[src/rtl/lsu_riscv_if.sv]
// Data-memory bus between the load/store unit (master) and memory (slave).
// Uses a req/gnt/rvalid handshake with word addresses and byte enables.
interface lsu_riscv_if;
  logic        data_req;
  logic        data_gnt;
  logic        data_rvalid;
  logic [31:0] data_rdata;
  logic        data_we;
  logic [3:0]  data_be;
  logic [31:0] data_addr;
  logic [31:0] data_wdata;

  modport master (
    output data_req, data_we, data_be, data_addr, data_wdata,
    input  data_gnt, data_rvalid, data_rdata
  );

  modport slave (
    input  data_req, data_we, data_be, data_addr, data_wdata,
    output data_gnt, data_rvalid, data_rdata
  );
endinterface

[src/rtl/lsu_riscv.sv]
// Load/store unit: steers store lanes, extends load data, runs the req/gnt/rvalid
// bus handshake, stalls the core until completion and flags bad accesses/timeouts.
module lsu_riscv #(
  parameter int TIMEOUT_CYCLES = 16
) (
  input  logic        clk_i,
  input  logic        rst_n_i,
  input  logic        lsu_req_i,
  input  logic        lsu_we_i,
  input  logic [2:0]  lsu_size_i,
  input  logic [31:0] lsu_addr_i,
  input  logic [31:0] lsu_data_i,
  output logic [31:0] lsu_data_o,
  output logic        lsu_stall_req_o,
  output logic        lsu_err_o,
  lsu_riscv_if.master bus
);

  localparam logic [2:0] LDST_B  = 3'd0;
  localparam logic [2:0] LDST_H  = 3'd1;
  localparam logic [2:0] LDST_W  = 3'd2;
  localparam logic [2:0] LDST_BU = 3'd4;
  localparam logic [2:0] LDST_HU = 3'd5;
  localparam int CNT_W = $clog2(TIMEOUT_CYCLES) + 1;

  typedef enum logic [1:0] {IDLE, REQ, RESP} state_t;

  state_t             r_state;
  state_t             w_next;
  logic [CNT_W-1:0]   r_cnt;
  logic               w_bad;
  logic               w_timeout;
  logic               w_complete;
  logic               w_err;
  logic               w_req;

  function automatic logic [3:0] f_be(input logic [2:0] size, input logic [1:0] a);
    case (size)
      LDST_B, LDST_BU: return 4'b0001 << a;
      LDST_H, LDST_HU: return a[1] ? 4'b1100 : 4'b0011;
      LDST_W:          return 4'b1111;
      default:         return 4'b0000;
    endcase
  endfunction

  function automatic logic [31:0] f_wdata(input logic [2:0] size, input logic [31:0] d);
    case (size)
      LDST_B, LDST_BU: return {4{d[7:0]}};
      LDST_H, LDST_HU: return {2{d[15:0]}};
      default:         return d;
    endcase
  endfunction

  // Sign extension is done by assigning signed narrow values to a signed word.
  function automatic logic [31:0] f_load(input logic [2:0] size, input logic [1:0] a,
                                         input logic [31:0] rdata);
    logic        [7:0]  byte_u;
    logic        [15:0] half_u;
    logic signed [7:0]  byte_s;
    logic signed [15:0] half_s;
    logic signed [31:0] ext_s;
    byte_u = rdata[8*a +: 8];
    half_u = a[1] ? rdata[31:16] : rdata[15:0];
    byte_s = byte_u;
    half_s = half_u;
    case (size)
      LDST_B:  begin ext_s = byte_s; return ext_s; end
      LDST_H:  begin ext_s = half_s; return ext_s; end
      LDST_BU: return {24'd0, byte_u};
      LDST_HU: return {16'd0, half_u};
      default: return rdata;
    endcase
  endfunction

  always_comb begin
    case (lsu_size_i)
      LDST_B:  w_bad = 1'b0;
      LDST_H:  w_bad = lsu_addr_i[0];
      LDST_W:  w_bad = (lsu_addr_i[1:0] != 2'b00);
      LDST_BU: w_bad = lsu_we_i;
      LDST_HU: w_bad = lsu_we_i | lsu_addr_i[0];
      default: w_bad = 1'b1;
    endcase
  end

  assign w_timeout = (r_state != IDLE) && (r_cnt >= CNT_W'(TIMEOUT_CYCLES));

  always_comb begin
    w_next     = r_state;
    w_req      = 1'b0;
    w_complete = 1'b0;
    w_err      = 1'b0;
    case (r_state)
      IDLE: begin
        if (lsu_req_i) begin
          if (w_bad) begin
            w_err = 1'b1;
          end else begin
            w_req  = 1'b1;
            w_next = bus.data_gnt ? RESP : REQ;
          end
        end
      end
      REQ: begin
        if (w_timeout) begin
          w_err  = 1'b1;
          w_next = IDLE;
        end else begin
          w_req = 1'b1;
          if (bus.data_gnt) w_next = RESP;
        end
      end
      RESP: begin
        if (w_timeout) begin
          w_err  = 1'b1;
          w_next = IDLE;
        end else if (bus.data_rvalid) begin
          w_complete = 1'b1;
          w_next     = IDLE;
        end
      end
      default: w_next = IDLE;
    endcase
  end

  // State and timeout counter; the counter restarts every time the FSM leaves IDLE.
  always_ff @(posedge clk_i) begin
    if (!rst_n_i) begin
      r_state <= IDLE;
      r_cnt   <= '0;
    end else begin
      r_state <= w_next;
      r_cnt   <= (r_state == IDLE) ? '0 : r_cnt + CNT_W'(1);
    end
  end

  // Handshake outputs are forced low while reset is held, whatever the old state.
  assign bus.data_req    = rst_n_i & w_req;
  assign lsu_err_o       = rst_n_i & w_err;
  assign lsu_stall_req_o = rst_n_i & lsu_req_i & ~(w_complete | w_err);
  assign lsu_data_o      = (rst_n_i && w_complete && !lsu_we_i)
                           ? f_load(lsu_size_i, lsu_addr_i[1:0], bus.data_rdata) : 32'd0;

  assign bus.data_we    = lsu_we_i;
  assign bus.data_be    = f_be(lsu_size_i, lsu_addr_i[1:0]);
  assign bus.data_addr  = {lsu_addr_i[31:2], 2'b00};
  assign bus.data_wdata = f_wdata(lsu_size_i, lsu_data_i);

endmodule

[src/flat_wrapper.sv]
// flat-port wrapper written by rule: the top's interface ports become plain ports
module lsu_riscv_flat 
#(
  parameter int TIMEOUT_CYCLES = 16
)
  (clk_i, rst_n_i, lsu_req_i, lsu_we_i, lsu_size_i, lsu_addr_i, lsu_data_i, lsu_data_o, lsu_stall_req_o, lsu_err_o, bus_data_req, bus_data_we, bus_data_be, bus_data_addr, bus_data_wdata, bus_data_gnt, bus_data_rvalid, bus_data_rdata);
  lsu_riscv_if bus_i ();
  input  logic clk_i;
  input  logic rst_n_i;
  input  logic lsu_req_i;
  input  logic lsu_we_i;
  input  logic [2:0] lsu_size_i;
  input  logic [31:0] lsu_addr_i;
  input  logic [31:0] lsu_data_i;
  output logic [31:0] lsu_data_o;
  output logic lsu_stall_req_o;
  output logic lsu_err_o;
  output wire logic [$bits(bus_i.data_req)-1:0] bus_data_req;
  output wire logic [$bits(bus_i.data_we)-1:0] bus_data_we;
  output wire logic [$bits(bus_i.data_be)-1:0] bus_data_be;
  output wire logic [$bits(bus_i.data_addr)-1:0] bus_data_addr;
  output wire logic [$bits(bus_i.data_wdata)-1:0] bus_data_wdata;
  input wire logic [$bits(bus_i.data_gnt)-1:0] bus_data_gnt;
  input wire logic [$bits(bus_i.data_rvalid)-1:0] bus_data_rvalid;
  input wire logic [$bits(bus_i.data_rdata)-1:0] bus_data_rdata;
  assign bus_data_req = bus_i.data_req;
  assign bus_data_we = bus_i.data_we;
  assign bus_data_be = bus_i.data_be;
  assign bus_data_addr = bus_i.data_addr;
  assign bus_data_wdata = bus_i.data_wdata;
  assign bus_i.data_gnt = bus_data_gnt;
  assign bus_i.data_rvalid = bus_data_rvalid;
  assign bus_i.data_rdata = bus_data_rdata;
  lsu_riscv #(.TIMEOUT_CYCLES(TIMEOUT_CYCLES)) u_core (.clk_i(clk_i), .rst_n_i(rst_n_i), .lsu_req_i(lsu_req_i), .lsu_we_i(lsu_we_i), .lsu_size_i(lsu_size_i), .lsu_addr_i(lsu_addr_i), .lsu_data_i(lsu_data_i), .lsu_data_o(lsu_data_o), .lsu_stall_req_o(lsu_stall_req_o), .lsu_err_o(lsu_err_o), .bus(bus_i));
endmodule
[config.mk]
export PLATFORM = sky130hd
export DESIGN_NAME = lsu_riscv_flat
export DESIGN_NICKNAME = d
export VERILOG_FILES = /design/src/rtl/lsu_riscv_if.sv /design/src/rtl/lsu_riscv.sv /design/src/flat_wrapper.sv
export SDC_FILE = /design/constraint.sdc
export NUM_CORES = 1
export LEC_CHECK = 0
export ABC_AREA = 0
export CELL_PAD_IN_SITES_DETAIL_PLACEMENT = 0
export CELL_PAD_IN_SITES_GLOBAL_PLACEMENT = 1
export CORE_MARGIN = 1
export CORE_UTILIZATION = 15
export CTS_CLUSTER_DIAMETER = 200
export DETAILED_ROUTE_END_ITERATION = 8
export PLACE_DENSITY_LB_ADDON = 0.25
export REMOVE_ABC_BUFFERS = 1
export SYNTH_ARGS = -nofsm -noshare
export SYNTH_HDL_FRONTEND = slang
export SYNTH_SLANG_ARGS = --single-unit
[constraint.sdc]
create_clock -name clk_i -period 1.9 [get_ports clk_i]
set_input_delay 0.38 -clock clk_i [delete_from_list [all_inputs] [get_ports clk_i]]
set_output_delay 0.38 -clock clk_i [all_outputs]
set_load 0.005 [all_outputs]
After elaboration in Yosys (flattened, before gate mapping)
Cells that the tools add are included.

cells by class
  add/subtract/negate cells = 1
  magnitude comparators = 1
  equal/unequal tests = 10
  shifts and indexed selects = 2
  multiplexer cells = 26
  bitwise logic cells = 8
  reduce and logical (&&, ||, !) cells = 13

operators with widths
  kind                   count
  $pmux W32 S4           1
  $pmux W32 S2           1
  $mux W32               1
  $shiftx A32 B6 Y8      1
  $mux W16               1
  $mux W2                7
  $pmux W4 S3            1
  $mux W1                9
  $reduce_or A2 Y1       4
  $eq A3 B3 Y1 const B   2
  $ne A3 B2 Y1 const B   2
  $pmux W2 S3            1
  $add A5 B1 Y5 const B  1
  $ge A5 B5 Y1 const B   1
  $pmux W1 S5            1
  $and A1 B1 Y1          4
  $mux W4                1
  $ne A2 B2 Y1 const B   2
  $pmux W1 S2            2
  $reduce_and A4 Y1      1
  $reduce_bool A2 Y1     2
  $shl A1 B2 Y4 const A  1
  $eq A3 B1 Y1 const B   1
  $eq A3 B2 Y1 const B   1
  other kinds (8)        12

storage, ports and cells
  bits in registers = 7
  bits of input ports = 105
  output and inout port bits = 104
  logic and storage cells = 63

Logic depth before layout (Yosys ltp)
  depth after elaboration = 8
  gate-level depth with buffers = 7
  mapped depth without buffers = 6

Least setup slack after synthesis
OpenSTA, ideal clock, no wires.

  path kind = input-to-output
  start = in lsu_addr_i[1]
  end = out lsu_data_o[21]
  arrival time = 1.567 ns
  required time = 1.520 ns
  setup slack = -0.047 ns
  cell stages on the path = 6
  buffers on the path = 2
  path through = buf_6 mux4_2 nand2b_1 a221o_2 buf_6 a21oi_2

on the way
  longest elaborated chain between the ends = 3
  elaborated cells on any way between the ends = 4
  those cells by class = 1 x shift; 3 x mux

ends and longest elaborated chain
  element                                        line                              source
  from (decl)                                    flat_wrapper.sv:13                input logic [31:0] lsu_addr_i;
  $shiftx A32 B6 Y8 or $mux W16 (tied branches)  lsu_riscv.sv:62, lsu_riscv.sv:63
  $pmux W32 S4 *                                 lsu_riscv.sv:66                   case (size)
  $mux W32 *                                     lsu_riscv.sv:142                  ? f_load(lsu_size_i, lsu_addr_i[1:0], bus.data_rdata) : 32'd0;
  to (decl)                                      flat_wrapper.sv:15                output logic [31:0] lsu_data_o;

Every way passes the cells marked *; elsewhere a longest branch is shown, timed or not.

Worst setup path after layout
  start = reg u_core.r_state[0]
  end = out lsu_data_o[23]

on the way
  longest elaborated chain between the ends = 7
  elaborated cells on any way between the ends = 8
  those cells by class = 1 x eq/ne; 3 x mux; 4 x reduce/logical

ends and longest elaborated chain
  element                             line              source
  from (decl)                         lsu_riscv.sv:28   state_t r_state;
  from (signal assigned)              lsu_riscv.sv:132  r_state <= w_next;
  $reduce_bool A2 Y1                  lsu_riscv.sv:86   assign w_timeout = (r_state != IDLE) && (r_cnt >= CNT_W'(TIMEOUT_CYCLES));
  $logic_and A1 B1 Y1                 lsu_riscv.sv:86
  $mux W1                             lsu_riscv.sv:114  if (w_timeout) begin
  $mux W1 *                           lsu_riscv.sv:93   case (r_state)
  $logic_and A1 B1 Y1 * (2 in a row)  lsu_riscv.sv:141  assign lsu_data_o = (rst_n_i && w_complete && !lsu_we_i)
  $mux W32 *                          lsu_riscv.sv:142

Marks and branches as above.

==> flow_summary.toml <==
[timing]
setup_slack_ps = -360
period_needed_ps = 2260
rsz0062_at_grt = "true"
clock.fmax_ghz = 0.443
finalSetupViolations = 33
finalHoldViolCount = 0
skew_ps = 2.02
final.period_utilization = 1.19
slew_violations = 0
setup-tns-final_ps = -6960

[worst_setup_path]
critPathRequiredTime_ps = 1520
cp.arrival_ps = 1880
startpoint_type = "flip-flop"
setup.worst_path.end = "lsu_data_o[23]"
critPathMostFrequentCell = "buf_4"
startpoint = "u_core.r_state[0]$_SDFFE_PN0P_"
end_kind = "output pin"
timing.reg2reg.setup_slack_ps = 300
crit_slowest_cell = "a221o_2"
cp_max_fo = 3
slowest_delay_ps = 370
r2r_start = "u_core.r_state[1]$_SDFFE_PN0P_"
r2r-end = "u_core.r_state[1]$_SDFFE_PN0P_"
reg2regPathDepth = 9
crit_type = "flip-flop to output pin"
cp_cell_sequence = "inv_4 -> ha_4 -> and2_4 -> nand3_4 -> a221o_2 -> buf_4 -> buf_4 -> a21oi_2 -> buf_2"

[global_route]
grt_overflow = 0
grt_pass1_wl_mm = 14.4
grt_max_degree = 16
first_global_vias = 2615
track_usage = 0.144
antenna_found_initial = 0

[placement]
dp_hpwl_mm = 7.34
dp_worst_setup_slack_ps = -1270
dp.cells = 560
gp_congestion = 0.736
io_buffers = 146

[clocking]
cts_tree = "done"
ctsLongestPathBuffers = 2
cts_inserted_buffers = 3
worstSkewPairLatency_ps = 230
cts.sinks = 7
ctsHtreeMaxLevel = 1
clk_pin_slew_worst_paths_ps = 40
holdBufCountCts = 0
cts_root_buf = "clkbuf_16"

[synthesis]
synth-warning-count = 0
syn_area_per_cell_sq_um = 6.98
yosysSeqAreaShare = 0.0755
synth_top_area_frac = 0.166
synth_top_cell_by_area = "buf_4"
synth.most_common_cell = "buf_4"
netlist_area_sq_mm = 0.00186
synthArstFlopShare = 0
synth_edf_count = 0
synth-main-ff-cell = "dfxtp_1"
synth_cells = 266
synth_area_leaders = "buf_4, mux2_2, dfxtp_1"
synthTopCellsByCount = "buf_4, nand2_1, inv_1"
ys_ff_latch = 7
ys_types = 42

[die]
initial_core_util = 0.154
row_count = 40
io_pins = 209
dieWidth_microns = 113
core_sq_mm = 0.0120
fp.dieH_microns = 113
dieArea_sq_mm = 0.0128

[worst_hold_path]
hold_path.class = "flip-flop to flip-flop"
min_path_cells = 1
hold_start = "u_core.r_cnt[0]$_SDFF_PP0_"

[pwr]
power.density_mw_per_mm2 = 315
p_leak_nw = 1.97
p_total_mw = 1.34
swShare = 0.304
pwr-share-clk = 0.261
p_switching_uw = 409
power.internal_uw = 936
seqPwrFrac = 0.122
peakVddDrop_mv = 0.312
combPwrFrac = 0.617

[finish]
drive_above_1_share = 0.519
fin_nets = 564
instances_no_fill = 600
regArea_sq_um = 145
syn_to_final_growth_pct = 130
layout.core_utilization = 0.356
fillers = 1263
multiInputGateArea_sq_mm = 0.00160
diodes = 0

[route]
routed_wl_mm = 9.87
wire_per_inst_microns = 16.5
viasPerCell = 4.38
drt-initial-drc-count = 65
vias = 2626
drc = 0
firstDrtPassIters = 4
antenna_left = 0

[job]
max_cap_viol_count = 0

[run_status]
outcome = "complete, but fails checks"
violations = "setup timing"
==> per-layer routing <==
| metal | GRT usage | vias up | routed length [microns] |
|---|---|---|---|
| met2 | 0.230 | 138 | 4420 |
| met1 | 0.182 | 1216 | 4300 |
| met3 | 0.0686 | 2 | 1120 |
| met5 | 0 | - | 0 |
| met4 | 0.0114 | 0 | 42 |
| li1 | - | 1270 | - |
==> worst min-delay path by stage <==
stage / to
2_1_floorplan: u_core.r_cnt[0]$_SDFF_PP0_
4_1_cts: u_core.r_cnt[0]$_SDFF_PP0_
6_report: u_core.r_cnt[0]$_SDFF_PP0_
3_5_place_dp: u_core.r_cnt[0]$_SDFF_PP0_
3_3_place_gp: u_core.r_cnt[0]$_SDFF_PP0_
5_1_grt: u_core.r_cnt[0]$_SDFF_PP0_
==> per-stage QoR <==
step	instance area, sq um	hold slack, ps
finish	4270	444
global placement	3570	429
floorplan	1470	418
CTS	4170	453
detailed placement	3570	448
global route	4270	480
==> worst max-delay path: cells and delay by family, from the launching register on <==
kind	cells	cell delay, ps
flip-flops	1	330
AND/OR/NAND/NOR	2	250
buffers and inverters	4	490
AO/OA/AOI/OAI	2	460
adder cells (fa/ha/maj)	1	120
==> sequential cells by signal (all words and copies together), names as in the netlist <==
signal          count
u_core.r_state      2
u_core.r_cnt        5
==> layout by cell type, fill, tap and decap left out, types with 4 or more instances in the layout <==
cell type and instances:
nand2_1 26, dlygate4sd2_1 23, a21oi_1 4, mux2i_1 10, o21ai_0 10, nor2_1 8
o221ai_1 7, dfxtp_1 5, buf_2 43, buf_8 5, a21oi_2 22, nand2b_1 5
buf_4 57, a21oi_4 4, clkdlybuf4s50_1 63, mux2_4 7, mux2_2 10, a22oi_2 5
buf_6 35, inv_1 19, buf_12 6, a31oi_1 6, a22o_1 7
==> timing repair <==
action | CTS | global route
setup endpoints to repair | 68 | 47
gates resized for setup | 356 | 32
buffers inserted | 32 | 11
hold endpoints to repair | 0 | 0
pin swaps | 16 | 12
gates cloned | 1 | 0
==> power by group through the flow <==
stage / registers (mW) / logic, mW / clock network (mW)
finish: 0.164 / 0.830 / 0.350
global route: 0.165 / 0.894 / 0.371
CTS: 0.163 / 0.806 / 0.362
detailed placement: 0.162 / 0.670 / 0
global placement: 0.162 / 0.672 / 0
floorplan: 0.161 / 0.191 / 0
==> area by class of cell <==
cell class,count,area share
Tap cell,147,0.0430
Clock buffer,4,0.0184
Timing Repair Buffer,240,0.508
Inverter,23,0.0225
Multi-Input combinational cell,179,0.374
Sequential cell,7,0.0340
==> cells by family (layout without fill, tap and decap cells) <==
| logic type | after synthesis | count (layout) | share of synthesized area |
|---|---|---|---|
| compound gates | 79 | 79 | 0.293 |
| xor+xnor | 3 | 3 | 0.0142 |
| fa+ha+maj | 5 | 5 | 0.0337 |
| buf+inv | 81 | 267 | 0.257 |
| flops | 7 | 7 | 0.0755 |
| mux | 28 | 28 | 0.169 |
| other cells | 1 | 2 | 0.00202 |
| simple gates | 62 | 62 | 0.156 |
Note: power is estimated with default switching activity, not from simulation.
